**src/rtl/ro_enc_pkg.sv**
```systemverilog
// ---------------------------------------------------------------------------
// ro_enc_pkg
// Shared definitions for the multi-channel rotary encoder front end:
//   - decode mode codes applied to all channels
//   - direction flag values
//   - transition classification of a filtered {A,B} state change
// ---------------------------------------------------------------------------
package ro_enc_pkg;

    localparam logic [1:0] MODE_X1  = 2'b00;
    localparam logic [1:0] MODE_X2  = 2'b01;
    localparam logic [1:0] MODE_X4  = 2'b10;
    localparam logic [1:0] MODE_OFF = 2'b11;

    localparam logic DIR_CW  = 1'b0;
    localparam logic DIR_CCW = 1'b1;

    typedef enum logic [1:0] {
        TR_NONE,
        TR_CW,
        TR_CCW,
        TR_ILLEGAL
    } trans_e;

    // Classifies one {prev,curr} pair of filtered {A,B} states. A pair where
    // both phases flip at once cannot be attributed to a direction and is
    // reported as illegal; an unchanged state is no transition.
    function automatic trans_e classify(input logic [1:0] prevAb, input logic [1:0] currAb);
        trans_e t;
        t = TR_NONE;
        case ({prevAb, currAb})
            4'b0010, 4'b1011, 4'b1101, 4'b0100: t = TR_CW;
            4'b0001, 4'b0111, 4'b1110, 4'b1000: t = TR_CCW;
            4'b0011, 4'b1100, 4'b0110, 4'b1001: t = TR_ILLEGAL;
            default:                            t = TR_NONE;
        endcase
        return t;
    endfunction

endpackage

```
**src/rtl/ro_enc_ch.sv**
```systemverilog
// ---------------------------------------------------------------------------
// ro_enc_ch
// One encoder channel: 2-FF synchroniser, per-phase glitch filter,
// x1/x2/x4 quadrature decode and a signed saturating step counter with
// direction, pending and sticky error flags.
// Ports:
//   clk_i, rstN_i   clock, asynchronous active-low reset
//   encA_i, encB_i  raw asynchronous phase inputs
//   mode_i          decode mode (MODE_X1/X2/X4/OFF)
//   clear_i         level clear of count, pending and error
//   cnt_o           signed net step count
//   dir_o           direction of last counted step
//   pend_o          a step was counted since the last clear
//   err_o           sticky illegal-transition flag
// ---------------------------------------------------------------------------
module ro_enc_ch
    import ro_enc_pkg::*;
#(
    parameter int CNT_W   = 8,
    parameter int DEB_CYC = 16,
    parameter int DEB_W   = 5
) (
    input  logic             clk_i,
    input  logic             rstN_i,
    input  logic             encA_i,
    input  logic             encB_i,
    input  logic [1:0]       mode_i,
    input  logic             clear_i,
    output logic [CNT_W-1:0] cnt_o,
    output logic             dir_o,
    output logic             pend_o,
    output logic             err_o
);

    localparam logic [DEB_W-1:0] DEB_LAST = DEB_W'(DEB_CYC - 1);
    localparam logic [CNT_W-1:0] CNT_MAX  = {1'b0, {(CNT_W-1){1'b1}}};
    localparam logic [CNT_W-1:0] CNT_MIN  = {1'b1, {(CNT_W-1){1'b0}}};

    logic [1:0]            syncAb1_q;
    logic [1:0]            syncAb2_q;
    logic [1:0]            filtAb_q,  filtAb_d;
    logic [1:0][DEB_W-1:0] debCnt_q,  debCnt_d;
    logic [1:0]            prevAb_q,  prevAb_d;
    logic [CNT_W-1:0]      cnt_q,     cnt_d;
    logic                  dir_q,     dir_d;
    logic                  pend_q,    pend_d;
    logic                  err_q,     err_d;
    trans_e                trans;
    logic                  countable;

    // All channel state lives here. Bit 1 of every {A,B} pair is phase A.
    // The synchroniser stages are plain shift registers; everything else
    // takes its next value from the combinational blocks below.
    always_ff @(posedge clk_i or negedge rstN_i) begin
        if (!rstN_i) begin
            syncAb1_q <= '0;
            syncAb2_q <= '0;
            filtAb_q  <= '0;
            debCnt_q  <= '0;
            prevAb_q  <= '0;
            cnt_q     <= '0;
            dir_q     <= 1'b0;
            pend_q    <= 1'b0;
            err_q     <= 1'b0;
        end else begin
            syncAb1_q <= {encA_i, encB_i};
            syncAb2_q <= syncAb1_q;
            filtAb_q  <= filtAb_d;
            debCnt_q  <= debCnt_d;
            prevAb_q  <= prevAb_d;
            cnt_q     <= cnt_d;
            dir_q     <= dir_d;
            pend_q    <= pend_d;
            err_q     <= err_d;
        end
    end

    // Glitch filter, one counter per phase. The counter only runs while the
    // synchronised level disagrees with the filtered one, so any agreement
    // restarts the stability window. The filtered level flips on the cycle
    // the counter has already seen DEB_CYC consecutive disagreements.
    always_comb begin
        filtAb_d = filtAb_q;
        debCnt_d = debCnt_q;
        for (int i = 0; i < 2; i++) begin
            if (syncAb2_q[i] == filtAb_q[i]) begin
                debCnt_d[i] = '0;
            end else if (debCnt_q[i] == DEB_LAST) begin
                filtAb_d[i] = syncAb2_q[i];
                debCnt_d[i] = '0;
            end else begin
                debCnt_d[i] = debCnt_q[i] + DEB_W'(1);
            end
        end
    end

    // Transition decode. prevAb_q trails the filtered state by one cycle, so
    // each filtered change is seen exactly once. The mode only gates which
    // transitions count: x1 those leaving 00, x2 those leaving 00 or 11
    // (the legacy detent points), x4 all of them.
    always_comb begin
        trans     = classify(prevAb_q, filtAb_q);
        countable = 1'b0;
        case (mode_i)
            MODE_X1: countable = (prevAb_q == 2'b00);
            MODE_X2: countable = (prevAb_q == 2'b00) || (prevAb_q == 2'b11);
            MODE_X4: countable = 1'b1;
            default: countable = 1'b0;
        endcase
    end

    // Counter and flags. The clear is applied first and the step on top of
    // it, so a step arriving in a clear cycle still lands as +1/-1 with the
    // pending flag set. Saturated steps still report direction and pending.
    // An illegal jump never moves the count but does become the new
    // reference state, so decoding resynchronises on the following edge.
    always_comb begin
        prevAb_d = filtAb_q;
        cnt_d    = clear_i ? '0   : cnt_q;
        pend_d   = clear_i ? 1'b0 : pend_q;
        err_d    = clear_i ? 1'b0 : err_q;
        dir_d    = dir_q;
        if (countable && (trans == TR_CW)) begin
            dir_d  = DIR_CW;
            pend_d = 1'b1;
            if (cnt_d != CNT_MAX) begin
                cnt_d = cnt_d + CNT_W'(1);
            end
        end else if (countable && (trans == TR_CCW)) begin
            dir_d  = DIR_CCW;
            pend_d = 1'b1;
            if (cnt_d != CNT_MIN) begin
                cnt_d = cnt_d - CNT_W'(1);
            end
        end
        if (trans == TR_ILLEGAL) begin
            err_d = 1'b1;
        end
    end

    assign cnt_o  = cnt_q;
    assign dir_o  = dir_q;
    assign pend_o = pend_q;
    assign err_o  = err_q;

endmodule

```
**src/rtl/ro_enc_multi.sv**
```systemverilog
// ---------------------------------------------------------------------------
// ro_enc_multi
// Multi-channel rotary encoder front end for front-panel encoders. Builds
// CH_NUM independent ro_enc_ch channels and merges their pending flags
// into a single interrupt line.
// Ports:
//   i_clk, i_rst          clock, asynchronous active-low reset
//   i_ro_enc_state_a/b    raw A/B phases, one bit per channel
//   i_mode                decode mode shared by all channels
//   i_irq_en              per-channel interrupt enable
//   i_sw_intr_clear       per-channel level clear
//   o_ro_enc_cnt          signed counts, channel n at [n*CNT_W +: CNT_W]
//   o_ro_enc_dir/pend/err per-channel direction, pending and error flags
//   o_ro_enc_irq          OR of enabled pending flags (combinational)
// ---------------------------------------------------------------------------
module ro_enc_multi
    import ro_enc_pkg::*;
#(
    parameter int CH_NUM  = 2,
    parameter int CNT_W   = 8,
    parameter int DEB_CYC = 16,
    parameter int DEB_W   = 5
) (
    input  logic                    i_clk,
    input  logic                    i_rst,
    input  logic [CH_NUM-1:0]       i_ro_enc_state_a,
    input  logic [CH_NUM-1:0]       i_ro_enc_state_b,
    input  logic [1:0]              i_mode,
    input  logic [CH_NUM-1:0]       i_irq_en,
    input  logic [CH_NUM-1:0]       i_sw_intr_clear,
    output logic [CH_NUM*CNT_W-1:0] o_ro_enc_cnt,
    output logic [CH_NUM-1:0]       o_ro_enc_dir,
    output logic [CH_NUM-1:0]       o_ro_enc_pend,
    output logic [CH_NUM-1:0]       o_ro_enc_err,
    output logic                    o_ro_enc_irq
);

    // One fully independent channel per encoder; they share only clock,
    // reset and the decode mode.
    for (genvar n = 0; n < CH_NUM; n++) begin : gCh
        ro_enc_ch #(
            .CNT_W   (CNT_W),
            .DEB_CYC (DEB_CYC),
            .DEB_W   (DEB_W)
        ) uCh (
            .clk_i   (i_clk),
            .rstN_i  (i_rst),
            .encA_i  (i_ro_enc_state_a[n]),
            .encB_i  (i_ro_enc_state_b[n]),
            .mode_i  (i_mode),
            .clear_i (i_sw_intr_clear[n]),
            .cnt_o   (o_ro_enc_cnt[n*CNT_W +: CNT_W]),
            .dir_o   (o_ro_enc_dir[n]),
            .pend_o  (o_ro_enc_pend[n]),
            .err_o   (o_ro_enc_err[n])
        );
    end

    // The interrupt follows the flags directly so software sees it drop in
    // the same cycle the clear lands.
    assign o_ro_enc_irq = |(o_ro_enc_pend & i_irq_en);

endmodule

```
**config.mk**
```make
export PLATFORM = sky130hd
export DESIGN_NAME = ro_enc_multi
export DESIGN_NICKNAME = d
export VERILOG_FILES = /design/src/rtl/ro_enc_pkg.sv /design/src/rtl/ro_enc_ch.sv /design/src/rtl/ro_enc_multi.sv
export SDC_FILE = /design/constraint.sdc
export NUM_CORES = 1
export LEC_CHECK = 0
export ABC_AREA = 1
export BUFFER_PORTS_ARGS = -buffer_cell sky130_fd_sc_hd__buf_2
export CAP_MARGIN = 5
export CORE_UTILIZATION = 60
export DETAILED_ROUTE_END_ITERATION = 12
export HOLD_SLACK_MARGIN = 0.06
export PLACE_DENSITY = 0.92
export SKIP_LAST_GASP = 1
export SLEW_MARGIN = 20
export SYNTH_ARGS = -nofsm -noshare
export SYNTH_HDL_FRONTEND = slang
export SYNTH_SLANG_ARGS = --single-unit
```
**constraint.sdc**
```tcl
create_clock -name i_clk -period 3.4 [get_ports i_clk]
set_input_delay 0 -clock i_clk [delete_from_list [all_inputs] [get_ports i_clk]]
set_output_delay 0 -clock i_clk [all_outputs]
set_load 0.02 [all_outputs]
```
Word level (Yosys, flattened, before mapping):

Memory sizes are Yosys's and may differ from the RTL's.
Index checks and enable logic that the tools add are counted.

* flip-flop bits (word level): 58
* bits in read-only memories: 64
* input bits: 12
* output and inout bits: 23
* memories kept: 2

* add/subtract/negate cells: 8
* equality and inequality tests: 22
* multiplexer cells: 32
* bitwise gates (word level): 5
* reduce and logical (&&, ||, !) cells: 20

Memory list
* (name not given): words 16, width 2, read ports 1, clocked after Yosys merged registers in 0, write ports 0, line ro_enc_pkg.sv:31 `case ({prevAb, currAb})`
* (name not given): words 16, width 2, read ports 1, clocked after Yosys merged registers in 0, write ports 0, line ro_enc_pkg.sv:31

Operators with widths (count)
* 8-bit two-way mux: 10
* 5-bit two-way mux: 8
* 5-bit by 1-bit adder with 5-bit output (second input constant): 4
* 5-bit by 4-bit equality test with 1-bit output (second input constant): 4
* 8-bit by 1-bit adder with 8-bit output (second input constant): 2
* 8-bit by 7-bit != test with 1-bit output (second input constant): 2
* 8-bit != test (second input constant): 2
* 8-bit by 1-bit subtractor with 8-bit output (second input constant): 2
* 2-bit equality test (second input constant): 7
* 1-bit two-way mux: 12
* 2-bit AND reduction: 4
* 2-bit nonzero test: 4
* 2-bit by 1-bit equality test with 1-bit output (second input constant): 3
* 2-bit zero test: 3
* 1-bit one-hot mux with 3 select lines: 2
* 3-bit nonzero test: 2
* 1-bit equality test: 4
* 1-bit logical AND: 4
* 1-bit NOT: 4
* 2-bit bitwise AND: 1
* 1-bit logical OR: 2
* 2-bit OR reduction: 1

Logic depth before layout (Yosys ltp):

* word-level depth: 6
* mapped depth: 14

By module:

Synthesis repeated with hierarchy kept, for this count alone.

* cells, all modules: 485
* area, all modules: 3569.7 um2

Modules (own cells, without submodules)
* ro_enc_ch: instances 2, cells each 241, area an instance 1779.2 um2
* ro_enc_multi: instances 1, cells each 3, area an instance 11.3 um2

Worst setup path after synthesis:

OpenSTA, ideal clock, no wires.

* kind: register to register
* from: reg gCh[1].uCh.cnt_q[0]
* to: reg gCh[1].uCh.cnt_q[0]
* library setup time: 0.120 ns
* arrival time: 1.690 ns
* data required time: 3.280 ns
* slack: 1.590 ns
* stages on the path, launching flop included: 11
* buffers on the path: 0
* clock period less this slack: 1.810 ns
* cells stage by stage: dfrtp_1 -> inv_1 -> nor2_2 -> ha_1 -> inv_1 -> nor3_1 -> inv_1 -> nor2_4 -> nor2_1 -> o21ai_0 -> nand2_1

* longest elaborated chain between the ends: 5
* elaborated cells on any way between the ends: 9
* classes of those cells: add/sub (2); eq/ne (2); mux (5)

RTL lines
* start, declared: line ro_enc_ch.sv:44 `logic [CNT_W-1:0] cnt_q, cnt_d;`
* start signal, assigned: line ro_enc_ch.sv:71 `cnt_q <= cnt_d;`
* 8-bit two-way mux *: line ro_enc_ch.sv:119 `cnt_d = clear_i ? '0 : cnt_q;`
* 8-bit by 1-bit subtractor with 8-bit output or 8-bit != test (tied branches): line ro_enc_ch.sv:133, ro_enc_ch.sv:132
* 8-bit two-way mux: line ro_enc_ch.sv:132 `if (cnt_d != CNT_MIN) begin`
* 8-bit two-way mux: line ro_enc_ch.sv:129 `end else if (countable && (trans == TR_CCW)) begin`
* 8-bit two-way mux *: line ro_enc_ch.sv:123 `if (countable && (trans == TR_CW)) begin`
* net gCh[1].uCh.cnt_d[0]: line ro_enc_ch.sv:44

The timed path passes the listed nets; every way through them passes the cells marked *.
A chain may end at the register's enable or synchronous reset.

Final worst setup path:

* from: reg gCh[1].uCh.cnt_q[0]
* to: reg gCh[1].uCh.cnt_q[1]

The elaborated chain is that of the path after synthesis.

==> results_dict.tcl <==
set metrics [dict create \
    status "completed" \
    drcViolationCount 0 \
    syn_inst 468 \
    placed_cells 566 \
    power_leakage_nw 2.248 \
    worst_clock_skew_ns 0.008794 \
    row_count 27 \
    wl_per_cell_um 12.89 \
    grt_max_degree 59 \
    overflow 0 \
    maxSlewHeadroom 0.5170 \
    layout_common_cells "nand2_1 (142), dfrtp_1 (58), inv_1 (48)" \
    syn_nets 492 \
    syn_avg_cell_area_sq_um 7.505 \
    cp_max_fo 8 \
    drive_above_1_share 0.1670 \
    grt_pass1_wl_um 12950 \
    cts_tree "built" \
    max_clock_freq_mhz 512.9 \
    synth-seq-area-share 0.4133 \
    tightest_slew_ns 0.7246 \
    drt_wl_total_um 7564 \
    cap_violations 0 \
    min_path_type "input pin to register" \
    timing.final.ws_setup_ns 1.450 \
    die_h_um 78.51 \
    syn_area_sq_um 3512 \
    rsz0062_at_grt "no" \
    via_per_inst 5.429 \
    dr.pass1.iters 10 \
    total_power_mw 1.362 \
    coreArea_sq_um 5574 \
    synth_top_cell_by_area "dfrtp_1" \
    grt_pass1_vias 3078 \
    yosysUniqueCellTypes 28 \
    die_w_um 78.51 \
    period_share 0.5734 \
    end_kind "register" \
    antenna_found_initial 0 \
    clockRootBuffer "clkbuf_8" \
    worstPathRequired_ns 3.62 \
    vias 3187 \
    ant_nets 0 \
    tns_ns 0 \
    dieArea_sq_um 6164 \
    hold_viol 0 \
    power_per_cell_area_nw_per_um2 348.3 \
    fin_hold_ws_ns 0.1336 \
    fin_crit_ns 1.950 \
    ir_drop_uv 282.7 \
    cts_made_buffers 9 \
    synth-seq-cells 58 \
    final_common_cell "nand2_1" \
    path_clk_slew_ns 0.07 \
    dp_hpwl_um 5313 \
    yosys_warnings 0 \
    gp_congestion 0.9792 \
    diodes 0 \
    synth_area_leaders "dfrtp_1 (41%), nand2_1 (15%), nand3_1 (6.3%)" \
    drt_iter0_drc 158 \
    synth_top_area_frac 0.4133 \
    grt_usage 0.2674 \
    htreeDepth 3 \
    start_util 0.6301 \
    clock-sinks 58 \
    place_ws_ns 1.485 \
    portBuffers 34 \
    cp_data_arrival_time_ns 2.17 \
    clk_path_buf_depth 2 \
    area_growth_syn_to_layout_pct 11.36 \
    insertion_delay_ns 0.34 \
    setup_viol 0 \
    io_pins 35 \
    drv_slew 0 \
    instances_no_fill 587 \
    start_kind "register" \
    path_class "register to register" \
    nNetsFinal 535 \
    cts_setup_buffers 0 \
    fillers 450 \
]
-- worst paths after layout --
path | start | end | slack [ns] | cells past startpoint
worst max-delay path | gCh[1].uCh.cnt_o[0] | gCh[1].uCh.cnt_o[1] | 1.45 | 12
worst min-delay path | i_sw_intr_clear[1] | gCh[1].uCh.cnt_o[0] | 0.13 | 6
worst max register to register | gCh[1].uCh.cnt_o[0] | gCh[1].uCh.cnt_o[1] | 1.45 | 12
worst min register to register | gCh[0].uCh.syncAb1_q[1] | gCh[0].uCh.syncAb2_q[1] | 0.34 | 0
max in group asynchronous | i_rst | gCh[0].uCh.cnt_o[0] | 2.59 | 3
min in group asynchronous | i_rst | gCh[0].uCh.cnt_o[2] | 0.33 | 3
-- critical path: stages (launching register included) --
cell     delay (ns)
dfrtp_1        0.37
inv_1          0.06
nor2_2         0.28
ha_1           0.21
inv_1          0.06
nor3_1         0.23
inv_1          0.14
nor2_4         0.18
inv_2          0.07
nand2_1        0.05
o21ai_1        0.06
nand2_1        0.05
nand2_1        0.07
-- power by group --
part	internal, mW	leakage, nW	total (mW)	switching [mW]
Sequential	0.712	0.781	0.726	0.0145
Clock	0.254	0.0806	0.533	0.279
Combinational	0.0366	1.39	0.103	0.0662
Total	1.00	2.25	1.36	0.360
-- Yosys cell counts, drive strengths merged --
master,n
nor2,54
nand2,156
dfrtp,58
inv,55
xnor2,4
o21ai,26
ha,12
and3,5
xor2,12
nand3,48
nand3b,2
buf,9
a22o,3
a21oi,10
nand4,4
nor3,10
-- cells by family after synthesis --
kind of cell               count (synthesis)  synth area share
buffers and inverters                     64           0.08372
adders and majority gates                 12           0.04275
and+or+nand+nor                          279            0.3605
xor gates and xnor gates                  16           0.03990
DFF                                       58            0.4133
AOI/OAI and AO/OA                         39           0.05985
-- area by class of cell --
cell class	count	area, sq um	share of cell area
sequential	58	1451	0.3711
inverter	55	206.4	0.05278
clock inverter	6	35.03	0.008957
timing repair buffer	41	237.7	0.06078
clock buffer	9	123.9	0.03167
tap	72	90.09	0.02303
multi-input combinational	346	1767	0.4517
-- metal layers --
layer,track usage,vias to the layer above,wire [um],share of wire
met5,0,-,0,0
met4,0.1111,0,167,0.022
met3,0.05465,21,453,0.060
met2,0.4583,121,3601,0.48
met1,0.3256,1478,3341,0.44
li1,-,1567,-,-
-- what timing repair did --
| action | in CTS | in global routing |
|---|---|---|
| hold buffers | 6 | 0 |
| hold endpoints to repair | 63 | 0 |
| resized for setup | 0 | 0 |
| setup endpoints to repair | 0 | 0 |
-- sequential cells by signal, indices dropped and copies added, names as in the netlist --
name	cells
gCh.uCh.err_o	2
gCh.uCh.pend_o	2
gCh.uCh.syncAb2_q	4
gCh.uCh.prevAb_q	4
gCh.uCh.syncAb1_q	4
gCh.uCh.debCnt_q	20
gCh.uCh.dir_o	2
gCh.uCh.filtAb_q	4
gCh.uCh.cnt_o	16
-- metrics by stage --
step / utilization / area (sq um)
floorplan: - / 3512
global placement: 0.6624 / 3692
detailed placement: 0.6624 / 3692
CTS: 0.7017 / 3911
global route: 0.7017 / 3911
finish: 0.7017 / 3911
Note: power is estimated with default switching activity, not from simulation.
